==> src/rtl/dcim_sram_pkg.sv <==
// Shared types and defaults for the DCIM SRAM access sequencer.
package dcim_sram_pkg;

    // Sequencer phases; DONE is the single-cycle response slot.
    typedef enum logic [2:0] {
        ST_IDLE   = 3'd0,
        ST_PRE    = 3'd1,
        ST_ACCESS = 3'd2,
        ST_SENSE  = 3'd3,
        ST_DONE   = 3'd4
    } state_t;

    localparam int DEF_PRE_CYC = 2;
    localparam int DEF_ACC_CYC = 2;

    // Width of the shared phase down-counter, which holds at most max(pre, acc) - 1.
    function automatic int phase_cnt_w(input int pre_cyc, input int acc_cyc);
        int m;
        m = (pre_cyc > acc_cyc) ? pre_cyc : acc_cyc;
        return (m <= 2) ? 1 : $clog2(m);
    endfunction

endpackage

==> src/rtl/dcim_wl_decoder.sv <==
// Binary-to-one-hot wordline decoder with enable and range flag.
// Addresses at or above ROWS never raise a wordline.
module dcim_wl_decoder #(
    parameter int ROWS   = 64,
    parameter int ADDR_W = 6
) (
    input  logic              en,
    input  logic [ADDR_W-1:0] in,
    output logic [ROWS-1:0]   out,
    output logic              in_range
);

    localparam logic [ADDR_W:0] ROWS_L = (ADDR_W + 1)'(ROWS);

    assign in_range = ({1'b0, in} < ROWS_L);

    // Raise exactly the addressed wordline when enabled and in range.
    always_comb begin
        out = '0;
        for (int i = 0; i < ROWS; i++) begin
            if (en && (in == ADDR_W'(i))) begin
                out[i] = 1'b1;
            end
        end
    end

endmodule

==> src/rtl/dcim_sram_ctrl.sv <==
// Access sequencer for the DCIM SRAM array: precharge, access, sense, respond.
// Handshake: a request transfers on a rising edge where req_valid and req_ready
// are both high; req_ready is high only when idle and out of reset, and the
// request fields are ignored at every other edge.
// All array controls are registered from the next-state decode so they change
// only at clock edges and line up with the phase they belong to.
module dcim_sram_ctrl
    import dcim_sram_pkg::*;
#(
    parameter int ROWS    = 64,
    parameter int WORD    = 16,
    parameter int ADDR_W  = 6,
    parameter int PRE_CYC = DEF_PRE_CYC,
    parameter int ACC_CYC = DEF_ACC_CYC
) (
    input  logic              clk,
    input  logic              rst,
    input  logic              req_valid,
    output logic              req_ready,
    input  logic              req_we,
    input  logic [ADDR_W-1:0] req_addr,
    input  logic [WORD-1:0]   req_wdata,
    output logic              rsp_valid,
    output logic              rsp_err,
    output logic [WORD-1:0]   rsp_rdata,
    output logic [ROWS-1:0]   wl,
    output logic              pe,
    output logic              spe,
    output logic              ysw,
    output logic              ysr,
    output logic              se,
    output logic [WORD-1:0]   din,
    input  logic [WORD-1:0]   dout
);

    localparam int CW = phase_cnt_w(PRE_CYC, ACC_CYC);

    state_t            state_q, state_n;
    logic [CW-1:0]     cnt_q, cnt_n;
    logic              we_q, we_n;
    logic [ADDR_W-1:0] addr_q, addr_n;
    logic [WORD-1:0]   wdata_q, wdata_n;
    logic              accept;
    logic              wl_en;
    logic [ROWS-1:0]   wl_n;
    logic              in_range_n;

    assign req_ready = (state_q == ST_IDLE) && !rst;
    assign accept    = req_valid && req_ready;

    // Request fields seen by the next cycle: fresh on acceptance, otherwise held.
    assign we_n    = accept ? req_we    : we_q;
    assign addr_n  = accept ? req_addr  : addr_q;
    assign wdata_n = accept ? req_wdata : wdata_q;
    assign wl_en   = (state_n == ST_ACCESS);

    dcim_wl_decoder #(
        .ROWS   (ROWS),
        .ADDR_W (ADDR_W)
    ) u_wl_dec (
        .en       (wl_en),
        .in       (addr_n),
        .out      (wl_n),
        .in_range (in_range_n)
    );

    // Phase sequencing with a shared down-counter for PRE and ACCESS lengths.
    always_comb begin
        state_n = state_q;
        cnt_n   = cnt_q;
        case (state_q)
            ST_IDLE: begin
                if (accept) begin
                    state_n = ST_PRE;
                    cnt_n   = CW'(PRE_CYC - 1);
                end
            end
            ST_PRE: begin
                if (cnt_q == '0) begin
                    state_n = ST_ACCESS;
                    cnt_n   = CW'(ACC_CYC - 1);
                end else begin
                    cnt_n = cnt_q - 1'b1;
                end
            end
            ST_ACCESS: begin
                if (cnt_q == '0) begin
                    state_n = we_q ? ST_DONE : ST_SENSE;
                end else begin
                    cnt_n = cnt_q - 1'b1;
                end
            end
            ST_SENSE: state_n = ST_DONE;
            ST_DONE:  state_n = ST_IDLE;
            default:  state_n = ST_IDLE;
        endcase
    end

    // State, counter and latched request.
    always_ff @(posedge clk) begin
        if (rst) begin
            state_q <= ST_IDLE;
            cnt_q   <= '0;
            we_q    <= 1'b0;
            addr_q  <= '0;
            wdata_q <= '0;
        end else begin
            state_q <= state_n;
            cnt_q   <= cnt_n;
            we_q    <= we_n;
            addr_q  <= addr_n;
            wdata_q <= wdata_n;
        end
    end

    // Registered array controls and response; out-of-range rows keep wl and ysw low.
    always_ff @(posedge clk) begin
        if (rst) begin
            wl        <= '0;
            pe        <= 1'b0;
            spe       <= 1'b0;
            ysw       <= 1'b0;
            ysr       <= 1'b0;
            se        <= 1'b0;
            din       <= '0;
            rsp_valid <= 1'b0;
            rsp_err   <= 1'b0;
            rsp_rdata <= '0;
        end else begin
            wl        <= wl_n;
            pe        <= (state_n == ST_PRE);
            spe       <= (state_n == ST_PRE);
            ysw       <= (state_n == ST_ACCESS) && we_n && in_range_n;
            ysr       <= ((state_n == ST_ACCESS) && !we_n) || (state_n == ST_SENSE);
            se        <= (state_n == ST_SENSE);
            din       <= ((state_n == ST_ACCESS) && we_n) ? wdata_n : '0;
            rsp_valid <= (state_n == ST_DONE);
            rsp_err   <= (state_n == ST_DONE) && !in_range_n;
            if ((state_q == ST_SENSE) && in_range_n) begin
                rsp_rdata <= dout;
            end
        end
    end

endmodule

==> config.mk <==
export PLATFORM = sky130hd
export DESIGN_NAME = dcim_sram_ctrl
export DESIGN_NICKNAME = d
export VERILOG_FILES = /design/src/rtl/dcim_sram_pkg.sv /design/src/rtl/dcim_wl_decoder.sv /design/src/rtl/dcim_sram_ctrl.sv
export SDC_FILE = /design/constraint.sdc
export NUM_CORES = 1
export LEC_CHECK = 0
export CORE_MARGIN = 1
export CORE_UTILIZATION = 42
export CTS_BUF_LIST = sky130_fd_sc_hd__clkbuf_16
export CTS_CLUSTER_DIAMETER = 100
export DETAILED_ROUTE_END_ITERATION = 8
export PLACE_DENSITY = 0.76
export SLEW_MARGIN = 20
export SYNTH_ARGS = -nofsm -noshare
export SYNTH_HDL_FRONTEND = slang
export SYNTH_SLANG_ARGS = --single-unit
export TNS_END_PERCENT = 20
==> constraint.sdc <==
create_clock -name clk -period 1.8 [get_ports clk]
set_input_delay 0.36 -clock clk [delete_from_list [all_inputs] [get_ports clk]]
set_output_delay 0.36 -clock clk [all_outputs]
set_load 0.05 [all_outputs]
; ---- Yosys cells after proc, flatten, opt, wreduce, memory -nomap -nowiden
; Cells that the tools add are included.
[totals]
elab_cells = 238
regBits = 128
output_inout_bits = 104
[op_classes]
addsub = 1
eq_ne = 71
bitwise = 1
muxes = 76
reduce_logical = 76
[ops]
columns = op, count
row1 = "== test 6 bit, second input constant", 32
row2 = "== test 6 x 5 -> 1 bit, second input constant", 16
row3 = logical AND 1 bit, 68
row4 = two-way mux 1 bit, 68
row5 = "== test 6 x 4 -> 1 bit, second input constant", 8
row6 = "== test 6 x 3 -> 1 bit, second input constant", 4
row7 = two-way mux 16 bit, 1
row8 = "== test 3 x 2 -> 1 bit, second input constant", 4
row9 = "== test 6 x 2 -> 1 bit, second input constant", 2
row10 = two-way mux 3 bit, 4
row11 = one-hot mux 3 bit (4 select lines), 1
row12 = "== test 3 x 1 -> 1 bit, second input constant", 2
row13 = "== test 6 x 1 -> 1 bit, second input constant", 1
row14 = zero test 6 bit, 1
row15 = two-way mux 6 bit, 1
row16 = "== test 3 bit, second input constant", 1
row17 = zero test 3 bit, 1
row18 = one-hot mux 1 bit (3 select lines), 1
row19 = nonzero test 3 bit, 1
row20 = zero test 1 bit, 2
row21 = "inequality test 2 bit, second input constant", 1
row22 = AND reduction 2 bit, 1
row23 = OR reduction 2 bit, 1
row24 = logical OR 1 bit, 1
row25 = other kinds (2), 2

; ---- Logic depth before layout (Yosys ltp)
[logic_depth]
depth_word = 9
mapped_depth = 7
ltp_nobuf = 4

; ---- By module
; Synthesis repeated with hierarchy kept, for this count alone.
[hier_totals]
hier_cells = 493
area_unflattened_um2 = 4546.9
[by_module_without_submodules]
columns = mod, n_inst, cells_each, seq_area_each_um2, area_each_um2
row1 = dcim_sram_ctrl, 1, 398, 2582.5, 4065.1
row2 = dcim_wl_decoder, 1, 95, 0.0, 481.7

; ---- Worst setup path after synthesis
; No wires, ideal clock.
[synth_path]
path_kind = input to output
from = input port rst
to = output port req_ready
arrival_time_ps = 1427
stages = 5
path_slack_ps = 13
path_cell_list = buf_6 or4_4 inv_2 buf_6 buf_4
[synth_via]
elab_chain_len = 2
[synth_lines]
columns = element, line_no
row1 = "start, declared", dcim_sram_ctrl.sv:17  ; input logic rst,
row2 = zero test 1 bit, dcim_sram_ctrl.sv:48  ; assign req_ready = (state_q == ST_IDLE) && !rst;
row3 = logical AND 1 bit, dcim_sram_ctrl.sv:48
row4 = "end, declared", dcim_sram_ctrl.sv:19  ; output logic req_ready,
; Every way passes these cells.

; ---- Worst setup path after layout
[layout_path]
from = register state_q[1]
to = output port req_ready
[layout_via]
elab_chain_len = 2
[layout_lines]
columns = element, line_no
row1 = "start, declared", dcim_sram_ctrl.sv:38  ; state_t state_q, state_n;
row2 = "start signal, assigned", dcim_sram_ctrl.sv:108  ; state_q <= state_n;
row3 = zero test 3 bit, dcim_sram_ctrl.sv:48
row4 = logical AND 1 bit, dcim_sram_ctrl.sv:48
; Every way passes these cells.

==> impl_metrics.tcl <==
set metrics [dict create \
    hold_buffers 0 \
    maxCapViolations 0 \
    finalWorstSetupSlack_ns -0.06886 \
    slowest_stage "or4_4" \
    synth_area_leader_cell "dfxtp_1" \
    core_area_sq_um 10890 \
    cts_root_buf "clkbuf_16" \
    die_h_microns 108.0 \
    setup_violations 1 \
    cp.required_ns 1.44 \
    antenna_found_initial 0 \
    violations "negative setup slack" \
    final.period_utilization_pct 103.8 \
    initial_core_util_pct 43.33 \
    hold_path_depth 3 \
    wire_per_inst_microns 15.20 \
    hold_class "primary input to flop" \
    die_area_sq_um 11660 \
    antenna_cells 0 \
    cts_num_sinks 128 \
    die-width_microns 108.0 \
    min_from "req_valid" \
    cp-start-kind "flop" \
    numPortBuffers 144 \
    slowest_delay_ns 0.55 \
    regToRegSetupSlack_ns 0.04 \
    power_uw 7225 \
    grt_pass1_vias 4131 \
    first_pass_iters 5 \
    powerDensity_nw_per_um2 1065 \
    max-vdd-ir-drop_uv 644.5 \
    ys_seq_elements 128 \
    timing.fmax_mhz 535.1 \
    r2r_end "wl[14]" \
    final_core_util_pct 62.31 \
    p_leak_uw 0.002764 \
    crit_chain "or4_4, inv_6, buf_12" \
    io_pins 146 \
    clk_pin_slew_ns 0.06 \
    worstReg2RegStart "state_q[1]" \
    yosysUniqueCellTypes 37 \
    status "finished, violations left" \
    initialDrtViolationCount 184 \
    endpoint_kind "output pin" \
    antenna_left 0 \
    syn_avg_cell_area_sq_um 9.126 \
    grt_usage_pct 21.64 \
    syn_to_final_growth_pct 43.78 \
    vias_per_cell 5.419 \
    detailed_place_hpwl_mm 8.369 \
    rows 38 \
    grt_first_pass_wirelength_mm 19.71 \
    rsz0062_at_grt "true" \
    synth_edf_count 0 \
    cp.arrival_ns 1.51 \
    reg2reg_depth 6 \
    synthTopCellsByArea "dfxtp_1 (54%), a21oi_1 (11%), o211ai_1 (5.1%)" \
    finalClockSkew_ns 0.009383 \
    netlist.area_leader.share_pct 54.31 \
    postSynthNetCount 559 \
    grt_max_degree 56 \
    clock_latency_ns 0.41 \
    drive_gt1_share_pct 23.82 \
    yosysMostFrequentCell "dfxtp_1" \
    numCtsBuffers 17 \
    syn_inst 517 \
    fin_setup_tns_ns -0.06886 \
    drt_wl_total_mm 12.41 \
    globalplace.congestion 0.8469 \
    critical_path_class "flop to output pin" \
    vias 4422 \
    synth-seq-area-share_pct 54.31 \
    yosys-top-cells-count "dfxtp_1 (128), a21oi_1 (107), clkbuf_1 (36)" \
    cts_tree "built" \
    async_flop_share_pct 0 \
    relSlewSlack_pct 57.85 \
    grt_overflow 0 \
    final_nets 705 \
    min_to "wdata_q[15]" \
    cp_max_fo 5 \
    route.detailed.drc 0 \
    h-tree-depth 4 \
    hold_viol 0 \
    min_period_ns 1.869 \
    synthFlopType "dfxtp_1" \
    finalMaxSlewViolations 0 \
    syn-cell-area_sq_um 4718 \
    worst_slew_pin_slew_ns 0.6303 \
    ys.warnings.count 0 \
    clockBufferDepth 2 \
]
==> cell usage in the layout (no fill, tap or decap), types with 3 or more instances in the layout <==
cell type,n
clkbuf_16,18
o211ai_1,32
nand2_1,34
clkinvlp_4,3
nor3b_1,9
nor2_1,7
buf_4,115
and3b_1,10
dfxtp_1,127
o21ai_0,24
and3_1,18
inv_1,7
nand3_1,23
nor3_1,3
inv_6,6
nor2b_1,6
a21oi_1,106
dlygate4sd2_1,21
nand4_1,30
buf_12,6
clkdlybuf4s50_1,39
==> flip-flops by register name (all words and copies together) (netlist names) <==
name and flops:
addr_q 6, ysw 1, se 1, ysr 1, spe 1, wl 64, cnt_q 1, wdata_q 16
we_q 1, rsp_rdata 16, din 16, state_q 3, rsp_valid 1
==> critical path: cells and delay by family (launching register included) <==
family                 cells  cell delay (ns)
buffers and inverters      2             0.24
DFF                        1             0.32
and+or+nand+nor            1             0.55
==> kinds of logic after synthesis <==
| family | synth area share, % |
|---|---|
| other | 0.07948 |
| buffers and inverters | 6.364 |
| AOI/OAI and AO/OA | 20.82 |
| DFF | 54.31 |
| and+or+nand+nor | 18.43 |
==> metal layers <==
| metal | vias up | global-route usage, % | routed length, microns |
|---|---|---|---|
| met5 | - | 0 | 0 |
| met3 | 14 | 5.124 | 794 |
| li1 | 2161 | - | - |
| met1 | 2051 | 26.63 | 5318 |
| met4 | 0 | 8.415 | 173 |
| met2 | 196 | 36.49 | 6119 |
==> repair_timing <==
item,in CTS,in global routing
gates resized for setup,24,2
endpoints found under the setup margin,22,47
hold endpoints to repair,0,0
buffers inserted,2,1
pin swaps,1,2
gates cloned,0,1
==> worst max path at each step <==
| stage | startpoint | to | slack, ns | cells past startpoint |
|---|---|---|---|---|
| final | state_q[1] | req_ready | -0.07 | 3 |
| after global routing | state_q[1] | req_ready | -0.10 | 3 |
| after CTS | state_q[1] | req_ready | -0.11 | 3 |
| after detailed placement | rst | din[8] | -0.05 | 6 |
| after global placement | req_addr[3] | wl[1] | -0.02 | 5 |
| after floorplan | rst | req_ready | 0.01 | 5 |
==> stage by stage <==
step	worst slack [ns]	cell area (sq um)	instances	hold WS, ns
after CTS	-0.1053	6745	814	0.3402
after global routing	-0.1043	6784	816	0.3541
after floorplan	0.01308	4718	517	0.4449
final	-0.06886	6784	816	0.3506
after detailed placement	-0.05293	6211	781	0.4495
after global placement	-0.02059	6211	781	0.4441
==> final cells by class <==
| cell class | instances | area [sq um] |
|---|---|---|
| clock inverter | 15 | 133.9 |
| fill | 922 | 4104 |
| multi-input combinational | 325 | 1862 |
| timing repair buffer | 184 | 1593 |
| clock buffer | 17 | 425.4 |
| tap | 140 | 175.2 |
| sequential | 128 | 2564 |
| inverter | 7 | 31.28 |
==> power breakdown <==
group          leakage, uW  internal [uW]  switching, uW
logic              0.00146            399            633
registers          0.00103           2920           59.9
clock network     0.000272           1910           1300
total              0.00276           5230           2000
Note: power is estimated with default switching activity, not from simulation.
